--- config.mk ---
export PLATFORM = sky130hd
export DESIGN_NAME = truth_table_capture_flat
export DESIGN_NICKNAME = d
export VERILOG_FILES = /design/src/rtl/truth_table_capture_if.sv /design/src/rtl/truth_table_capture.sv /design/src/flat_wrapper.sv
export SDC_FILE = /design/constraint.sdc
export NUM_CORES = 1
export LEC_CHECK = 0
export ABC_CLOCK_PERIOD_IN_PS = 2580
export CORE_UTILIZATION = 55
export DETAILED_ROUTE_END_ITERATION = 16
export PLACE_DENSITY_LB_ADDON = 0.3
export SYNTH_ARGS = -nofsm -noshare
export SYNTH_HDL_FRONTEND = slang
export SYNTH_SLANG_ARGS = --single-unit
--- constraint.sdc ---
create_clock -name clk -period 2.58 [get_ports clk]
set_input_delay 0.258 -clock clk [delete_from_list [all_inputs] [get_ports clk]]
set_output_delay 0.258 -clock clk [all_outputs]
set_load 0.02 [all_outputs]
--- src/rtl/truth_table_capture_if.sv ---
`default_nettype none
// ============================================================================
//  Module      : truth_table_capture_if
//  Description : Truth-table word stream (valid/ready) between the capture
//                engine and its consumer. One word carries the complete table
//                of one DUT output.
//  Revision    : 1.0 - initial release
// ============================================================================
interface truth_table_capture_if #(
    parameter int N_IN = 2
) ();
    localparam int c_TT_W = 1 << N_IN;

    logic              tt_valid;
    logic              tt_ready;
    logic [5:0]        tt_idx;
    logic [c_TT_W-1:0] tt_data;

    modport master (output tt_valid, output tt_idx, output tt_data, input  tt_ready);
    modport slave  (input  tt_valid, input  tt_idx, input  tt_data, output tt_ready);
endinterface
`default_nettype wire

--- src/rtl/truth_table_capture.sv ---
`default_nettype none
// ============================================================================
//  Module      : truth_table_capture
//  Description : Sweeps every input pattern of a small combinational circuit,
//                samples all of its outputs, and streams one packed truth
//                table per output over a valid/ready interface.
//  Revision    : 1.0 - initial release
// ============================================================================
module truth_table_capture #(
    parameter int N_IN   = 2,
    parameter int N_OUT  = 10,
    parameter int SETTLE = 0
) (
    input  wire                   clk,
    input  wire                   rst_n,
    input  wire                   start,
    output logic [N_IN-1:0]       x_drive,
    input  wire  [N_OUT-1:0]      f_obs,
    output logic                  busy,
    output logic                  done,
    truth_table_capture_if.master tt
);

    localparam int c_TT_W  = 1 << N_IN;
    localparam int c_SET_W = (SETTLE > 0) ? $clog2(SETTLE + 1) : 1;
    localparam int c_W_W   = (N_OUT > 1) ? $clog2(N_OUT) : 1;

    localparam logic [N_IN-1:0]    c_K_LAST   = {N_IN{1'b1}};
    localparam logic [c_SET_W-1:0] c_SET_INIT = c_SET_W'(SETTLE);
    localparam logic [c_W_W-1:0]   c_W_LAST   = c_W_W'(N_OUT - 1);

    // S_FIN is the single done cycle; start is not honoured there.
    typedef enum logic [1:0] {
        S_IDLE  = 2'd0,
        S_SWEEP = 2'd1,
        S_EMIT  = 2'd2,
        S_FIN   = 2'd3
    } state_t;

    state_t              r_state;
    logic [N_IN-1:0]     r_k;
    logic [c_SET_W-1:0]  r_cnt;
    logic [c_W_W-1:0]    r_w;
    logic [N_IN-1:0]     r_x;
    logic                r_valid;
    logic [5:0]          r_idx;
    logic [c_TT_W-1:0]   r_data;
    logic [c_TT_W-1:0]   r_tt [N_OUT];

    state_t              w_state_nxt;
    logic [N_IN-1:0]     w_k_nxt;
    logic [c_SET_W-1:0]  w_cnt_nxt;
    logic [c_W_W-1:0]    w_w_nxt;
    logic [c_W_W-1:0]    w_w_inc;
    logic [N_IN-1:0]     w_x_nxt;
    logic                w_valid_nxt;
    logic [5:0]          w_idx_nxt;
    logic [c_TT_W-1:0]   w_data_nxt;
    logic [c_TT_W-1:0]   w_first_word;
    logic                w_sample;

    // Next-state and next-output logic for the sweep/emit sequencer.
    always_comb begin
        w_state_nxt  = r_state;
        w_k_nxt      = r_k;
        w_cnt_nxt    = r_cnt;
        w_w_nxt      = r_w;
        w_w_inc      = r_w + 1'b1;
        w_x_nxt      = r_x;
        w_valid_nxt  = r_valid;
        w_idx_nxt    = r_idx;
        w_data_nxt   = r_data;
        w_sample     = 1'b0;
        // Word 0 is loaded on the same edge that stores the last pattern,
        // so that final bit is forwarded straight from f_obs.
        w_first_word           = r_tt[0];
        w_first_word[c_K_LAST] = f_obs[0];

        case (r_state)
            S_IDLE: begin
                w_x_nxt = '0;
                if (start) begin
                    w_state_nxt = S_SWEEP;
                    w_k_nxt     = '0;
                    w_cnt_nxt   = c_SET_INIT;
                end
            end
            S_SWEEP: begin
                if (r_cnt != '0) begin
                    w_cnt_nxt = r_cnt - 1'b1;
                end else begin
                    w_sample = 1'b1;
                    if (r_k == c_K_LAST) begin
                        w_state_nxt = S_EMIT;
                        w_x_nxt     = '0;
                        w_w_nxt     = '0;
                        w_valid_nxt = 1'b1;
                        w_idx_nxt   = '0;
                        w_data_nxt  = w_first_word;
                    end else begin
                        w_k_nxt   = r_k + 1'b1;
                        w_x_nxt   = r_k + 1'b1;
                        w_cnt_nxt = c_SET_INIT;
                    end
                end
            end
            S_EMIT: begin
                // r_valid is always high here, so ready alone marks a handshake.
                if (tt.tt_ready) begin
                    if (r_w == c_W_LAST) begin
                        w_state_nxt = S_FIN;
                        w_valid_nxt = 1'b0;
                    end else begin
                        w_w_nxt    = w_w_inc;
                        w_idx_nxt  = 6'(w_w_inc);
                        w_data_nxt = r_tt[w_w_inc];
                    end
                end
            end
            S_FIN: begin
                w_state_nxt = S_IDLE;
            end
            default: begin
                w_state_nxt = S_IDLE;
            end
        endcase
    end

    // State and registered-output update with synchronous active-low reset.
    always_ff @(posedge clk) begin
        if (!rst_n) begin
            r_state <= S_IDLE;
            r_k     <= '0;
            r_cnt   <= '0;
            r_w     <= '0;
            r_x     <= '0;
            r_valid <= 1'b0;
            r_idx   <= '0;
            r_data  <= '0;
        end else begin
            r_state <= w_state_nxt;
            r_k     <= w_k_nxt;
            r_cnt   <= w_cnt_nxt;
            r_w     <= w_w_nxt;
            r_x     <= w_x_nxt;
            r_valid <= w_valid_nxt;
            r_idx   <= w_idx_nxt;
            r_data  <= w_data_nxt;
        end
    end

    // Table storage: one column (pattern k) written per sample, contents not reset.
    always_ff @(posedge clk) begin
        if (rst_n && w_sample) begin
            for (int j = 0; j < N_OUT; j++) begin
                r_tt[j][r_k] <= f_obs[j];
            end
        end
    end

    assign x_drive     = r_x;
    assign busy        = (r_state != S_IDLE);
    assign done        = (r_state == S_FIN);
    assign tt.tt_valid = r_valid;
    assign tt.tt_idx   = r_idx;
    assign tt.tt_data  = r_data;

endmodule
`default_nettype wire

--- src/flat_wrapper.sv ---
// flat-port wrapper written by rule: the top's interface ports become plain ports
module truth_table_capture_flat 
#(
    parameter int N_IN   = 2,
    parameter int N_OUT  = 10,
    parameter int SETTLE = 0
)
  (clk, rst_n, start, x_drive, f_obs, busy, done, tt_tt_valid, tt_tt_idx, tt_tt_data, tt_tt_ready);
  truth_table_capture_if #(.N_IN(N_IN)) tt_i ();
  input  wire clk;
  input  wire rst_n;
  input  wire start;
  output logic [N_IN-1:0] x_drive;
  input  wire  [N_OUT-1:0] f_obs;
  output logic busy;
  output logic done;
  output wire logic [$bits(tt_i.tt_valid)-1:0] tt_tt_valid;
  output wire logic [$bits(tt_i.tt_idx)-1:0] tt_tt_idx;
  output wire logic [$bits(tt_i.tt_data)-1:0] tt_tt_data;
  input wire logic [$bits(tt_i.tt_ready)-1:0] tt_tt_ready;
  assign tt_tt_valid = tt_i.tt_valid;
  assign tt_tt_idx = tt_i.tt_idx;
  assign tt_tt_data = tt_i.tt_data;
  assign tt_i.tt_ready = tt_tt_ready;
  truth_table_capture #(.N_IN(N_IN), .N_OUT(N_OUT), .SETTLE(SETTLE)) u_core (.clk(clk), .rst_n(rst_n), .start(start), .x_drive(x_drive), .f_obs(f_obs), .busy(busy), .done(done), .tt(tt_i));
endmodule
* After elaboration in Yosys (flattened, before gate mapping)
Memory sizes are Yosys's and may differ from the RTL's.
Cells that the tools add are included.
** Word-level totals
- Bits in registers :: 22
- Memory bits (writable) :: 40
- Output and inout bits :: 15
- Memories kept :: 1
** Memories
- u_core.r_tt :: words 10, width 4, read ports 2, clocked after Yosys merged registers in 0, write ports 10, line truth_table_capture.sv:48 : logic [c_TT_W-1:0] r_tt [N_OUT];
** Operators by class
- Reduce and logical (&&, ||, !) cells :: 12
- Eq/ne operators :: 12
- $lt $le $gt $ge :: 2
- Add/sub/neg operators :: 3
- Multiplexer cells :: 42
** Operator list (number)
- $mux 4 :: 9
- $mux 6 :: 4
- $mux 2 :: 10
- $pmux 4 s2 :: 2
- $reduce_and 5->1 :: 3
- $pmux 6 s2 :: 1
- $mux 1 :: 10
- $ne 2x2->1 const B :: 5
- $pmux 2 s2 :: 2
- $pmux 2 s4 :: 1
- $eq 2x2->1 const B :: 3
- $reduce_bool 2->1 :: 3
- $add 4x1->4 const B :: 1
- $eq 4x4->1 const B :: 1
- $ne 2x1->1 const B :: 2
- $pmux 1 s2 :: 2
- $reduce_and 2->1 :: 2
- $reduce_and 4->1 :: 1
- $lt 2x3->1 const B :: 1
- $add 2x1->2 const B :: 1
- $demux 1 s2 :: 1
- $eq 2x1->1 const B :: 1
- $ge 2x1->1 const B :: 1
- $logic_and 1x1->1 :: 2
- other kinds (2) :: 2

* Logic depth before layout (Yosys ltp)
Gate-level depths: netlist (run 1).
- Depth after elaboration :: 5
- Gate-level depth with buffers :: 8
- Mapped depth without buffers :: 7

* Worst setup path before layout (run 1)
Ideal clock, no wire load.
- Path kind :: flip-flop to flip-flop
- Start :: register u_core.tt.tt_idx[1] (netlist name)
- End :: register u_core.r_data[2], in the netlist u_core.tt.tt_data[2]
- Period minus slack after synthesis :: 1756 ps
- Cell stages (with the launch flop) :: 9
- Setup time :: 70 ps
- Data required time :: 2510 ps
- Path slack :: 824 ps
- Data arrival time :: 1686 ps
- Path through :: dfxtp_1 inv_1 ha_1 buf_4 buf_4 mux2i_1 a22oi_1 nand4_1 a21boi_1
** RTL lines
- end signal: assignment :: line truth_table_capture.sv:148 : r_data <= w_data_nxt;
- end: declaration :: line truth_table_capture.sv:47 : logic [c_TT_W-1:0] r_data;

* Worst setup path in the final report (run 1)
- Start :: register u_core.r_state[0]
- End :: register u_core.r_data[1], in the netlist u_core.tt.tt_data[1]
** Between the ends
- Longest elaborated chain between the ends :: 3
** RTL lines
- start: declaration :: line truth_table_capture.sv:40 : state_t r_state;
- start signal: assignment :: line truth_table_capture.sv:141 : r_state <= w_state_nxt;
- $eq 2x2->1 or $eq 2x1->1 (tied branches) :: line truth_table_capture.sv:79 : case (r_state)
- $ne 2x2->1 (no source line), or another cell as far along
- $reduce_and 5->1 (no source line)
Parallel ways exist; a longest one is shown, timed or not.
A chain may end at the register's enable or synchronous reset.

==> results.cfg, run 1 <==
[timing]
setup_slack_ns = 0.2773
worst_pin_slew_ns = 0.6579
max_freq_mhz = 434.3
slew_violations = 0
holdWs_ns = 0.5078
rsz0062_at_grt = no
clock_skew_ns = 0.01132
hold_viol_final = 0
finalSetupTns_ns = 0
maxSlewHeadroom = 0.5599
fin_crit_ns = 2.303
setup_viol_count_final = 0
period_share = 0.8925

[clocking]
tritoncts = done
clk_pin_slew_ns = 0.10
cts_resized = 0
clock-root-buffer = clkbuf_8
cts_buffers = 5
clk_latency_ns = 0.31
htreeDepth = 2
cts_setup_buffers = 0
clk_path_buf_depth = 2
hold_buffers = 0
cts.sinks = 55

[placed_design]
dpl.hpwl_um = 3413
dp.cells = 268
io_buffers = 26
dpl_cell_area_um2 = 2805
gp_congestion = 0.8114
preCtsSetupSlack_ns = 0.3587

[synthesis]
synthCells = 198
ys.warnings.count = 0
synth_top_cell_by_area = edfxtp_1
synth.avg_cell_area_um2 = 12.83
netlist_top_cells_count = edfxtp_1, mux2i_1, dfxtp_1
synth_edf_count = 40
syn-cell-area_um2 = 2540
synth-async-reset-ratio = 0
ys_seq_elements = 55
synth.yosys.seq_area_share = 0.5911
synth_most_common_cell = edfxtp_1
yosys_most_used_dff = edfxtp_1
synthDistinctLibCells = 39
yosys.area.top_type_share = 0.4729
synthTopCellsByArea = edfxtp_1, dfxtp_1, mux2i_1, ha_1, a22oi_1

[cells_and_area]
drive_gt1_frac = 0.06250
area_growth_pct = 13.79
fin_area_um2 = 2890
nets = 247
finalNonFillerCells = 276
num_antenna_cells = 0

[critical_path]
path_class = register to register
cp_data_arrival_time_ns = 2.50
critPathRequiredTime_ns = 2.78
cp-start-kind = register
crit_fanout = 14
endpoint_kind = register
cp_slowest_stage_delay_ns = 0.48
cpMaxStageDelayCell = a32oi_2
path_cells = inv_1, ha_1, mux2_4, a32oi_2, nor2_1, a22oi_1, a21boi_1

[global_routing]
grt_pass1_vias = 1610
grt_pass1_wl_um = 7831
grt.total_usage = 0.2104
overflow = 0
grt_start_max_net_pins = 20
antenna_found_initial = 0

[power]
ir_drop_uv = 428.2
power_density_nw_per_um2 = 810.7
leakage_nw = 1.045

[outcome]
status = completed

[route]
drt_iter0_markers = 140
routedWlPerCell_um = 17.69
postRouteWirelength_um = 4883
drtPass1Iterations = 4
route.detailed.drc = 0
via_per_inst = 5.957
ant_nets = 0
vias = 1644

[floorplanning]
io_pins = 29
dieArea_um2 = 4894
fp.dieW_um = 69.96
row_count = 24
die_y_um = 69.96
core_region_area_um2 = 4384
start_util = 0.5793

[min_path]
hp-class = register to register

[flow_run]
cap_violations = 0
-- final timing paths --
check / startpoint / end / slack, ns / cells past startpoint
setup reg to reg: u_core.r_state[0]$_SDFFE_PN0P_ / u_core.tt.tt_data[1]$_SDFFE_PN0P_ / 0.28 / 7
setup / recovery: u_core.r_state[0]$_SDFFE_PN0P_ / u_core.tt.tt_data[1]$_SDFFE_PN0P_ / 0.28 / 7
hold reg to reg: u_core.tt.tt_valid$_SDFFE_PN0P_ / u_core.tt.tt_valid$_SDFFE_PN0P_ / 0.51 / 2
hold / removal: u_core.tt.tt_valid$_SDFFE_PN0P_ / u_core.tt.tt_valid$_SDFFE_PN0P_ / 0.51 / 2
-- kinds of logic (layout without fill, tap and decap cells) --
logic type,count (synthesis),count (layout),share of synthesized area
xor+xnor,3,3,0.01330
compound gates,42,42,0.1172
other cells,1,2,0.001476
mux,18,18,0.07340
buf+inv,18,43,0.04286
simple gates,51,51,0.1113
fa+ha+maj,10,10,0.04926
flops,55,55,0.5911
-- through the flow --
stage	utilization	power, mW
3_3_place_gp	0.6398	1.832
4_1_cts	0.6592	2.338
3_5_place_dp	0.6398	1.883
2_1_floorplan	-	1.654
6_report	0.6592	2.343
5_1_grt	0.6592	2.442
-- where the power goes --
part / internal, mW / leakage, nW / switching [mW] / total (mW)
registers: 1.05 / 0.483 / 0.0606 / 1.11
logic: 0.326 / 0.519 / 0.441 / 0.768
clock network: 0.196 / 0.0428 / 0.271 / 0.467
-- sequential cells by signal, summed over array words and instances (netlist names) --
register and cells:
u_core.tt.tt_valid 1, u_core.r_tt 40, u_core.tt.tt_data 4, u_core.tt.tt_idx 4, u_core.x_drive 2, u_core.r_k 2, u_core.r_state 2
-- area by class of cell --
class / instances / area [µm²]
flip-flops and latches: 55 / 1501
fillers: 317 / 1494
multi-input cells: 126 / 933.4
repair buffers: 29 / 282.8
clock buffers: 7 / 76.32
well taps: 52 / 65.06
inverters: 6 / 22.52
clock inverters: 1 / 8.758
-- cell usage in the layout (no fill, tap or decap), drive strengths merged, types with 10 or more instances in the layout --
cell type | Yosys | layout
clkdlybuf4s50 | 0 | 26
mux2i | 16 | 16
a22oi | 10 | 10
nor2b | 12 | 12
dfxtp | 15 | 15
nor2 | 14 | 14
ha | 10 | 10
edfxtp | 40 | 40
-- critical path, delay by kind of cell, from the launching register on --
kind | cells | cell delay (ns)
buffers and inverters | 1 | 0.09
muxes | 1 | 0.36
AOI/OAI and AO/OA | 3 | 0.76
and+or+nand+nor | 1 | 0.16
DFF | 1 | 0.35
adders and majority gates | 1 | 0.47
-- metal layers --
layer | up-vias | global-route usage | routed length (µm) | part of all wire
li1 | 786 | - | - | -
met1 | 804 | 0.2631 | 2117 | 0.43
met2 | 46 | 0.3729 | 2532 | 0.52
met3 | 8 | 0.03752 | 163 | 0.033
met4 | 0 | 0.06000 | 70 | 0.014
met5 | - | 0 | 0 | 0
Note: power is estimated with default switching activity, not from simulation.
==> run 2: changes to the inputs <==
--- a/config.mk
+++ b/config.mk
@@ -6,6 +6,7 @@
 export NUM_CORES = 1
 export LEC_CHECK = 0
 export ABC_CLOCK_PERIOD_IN_PS = 2580
+export CAP_MARGIN = 0
 export CORE_UTILIZATION = 55
 export DETAILED_ROUTE_END_ITERATION = 16
 export PLACE_DENSITY_LB_ADDON = 0.3
==> results of run 2 <==
No change in the layout: final DEF, timing and power equal those of run 1.
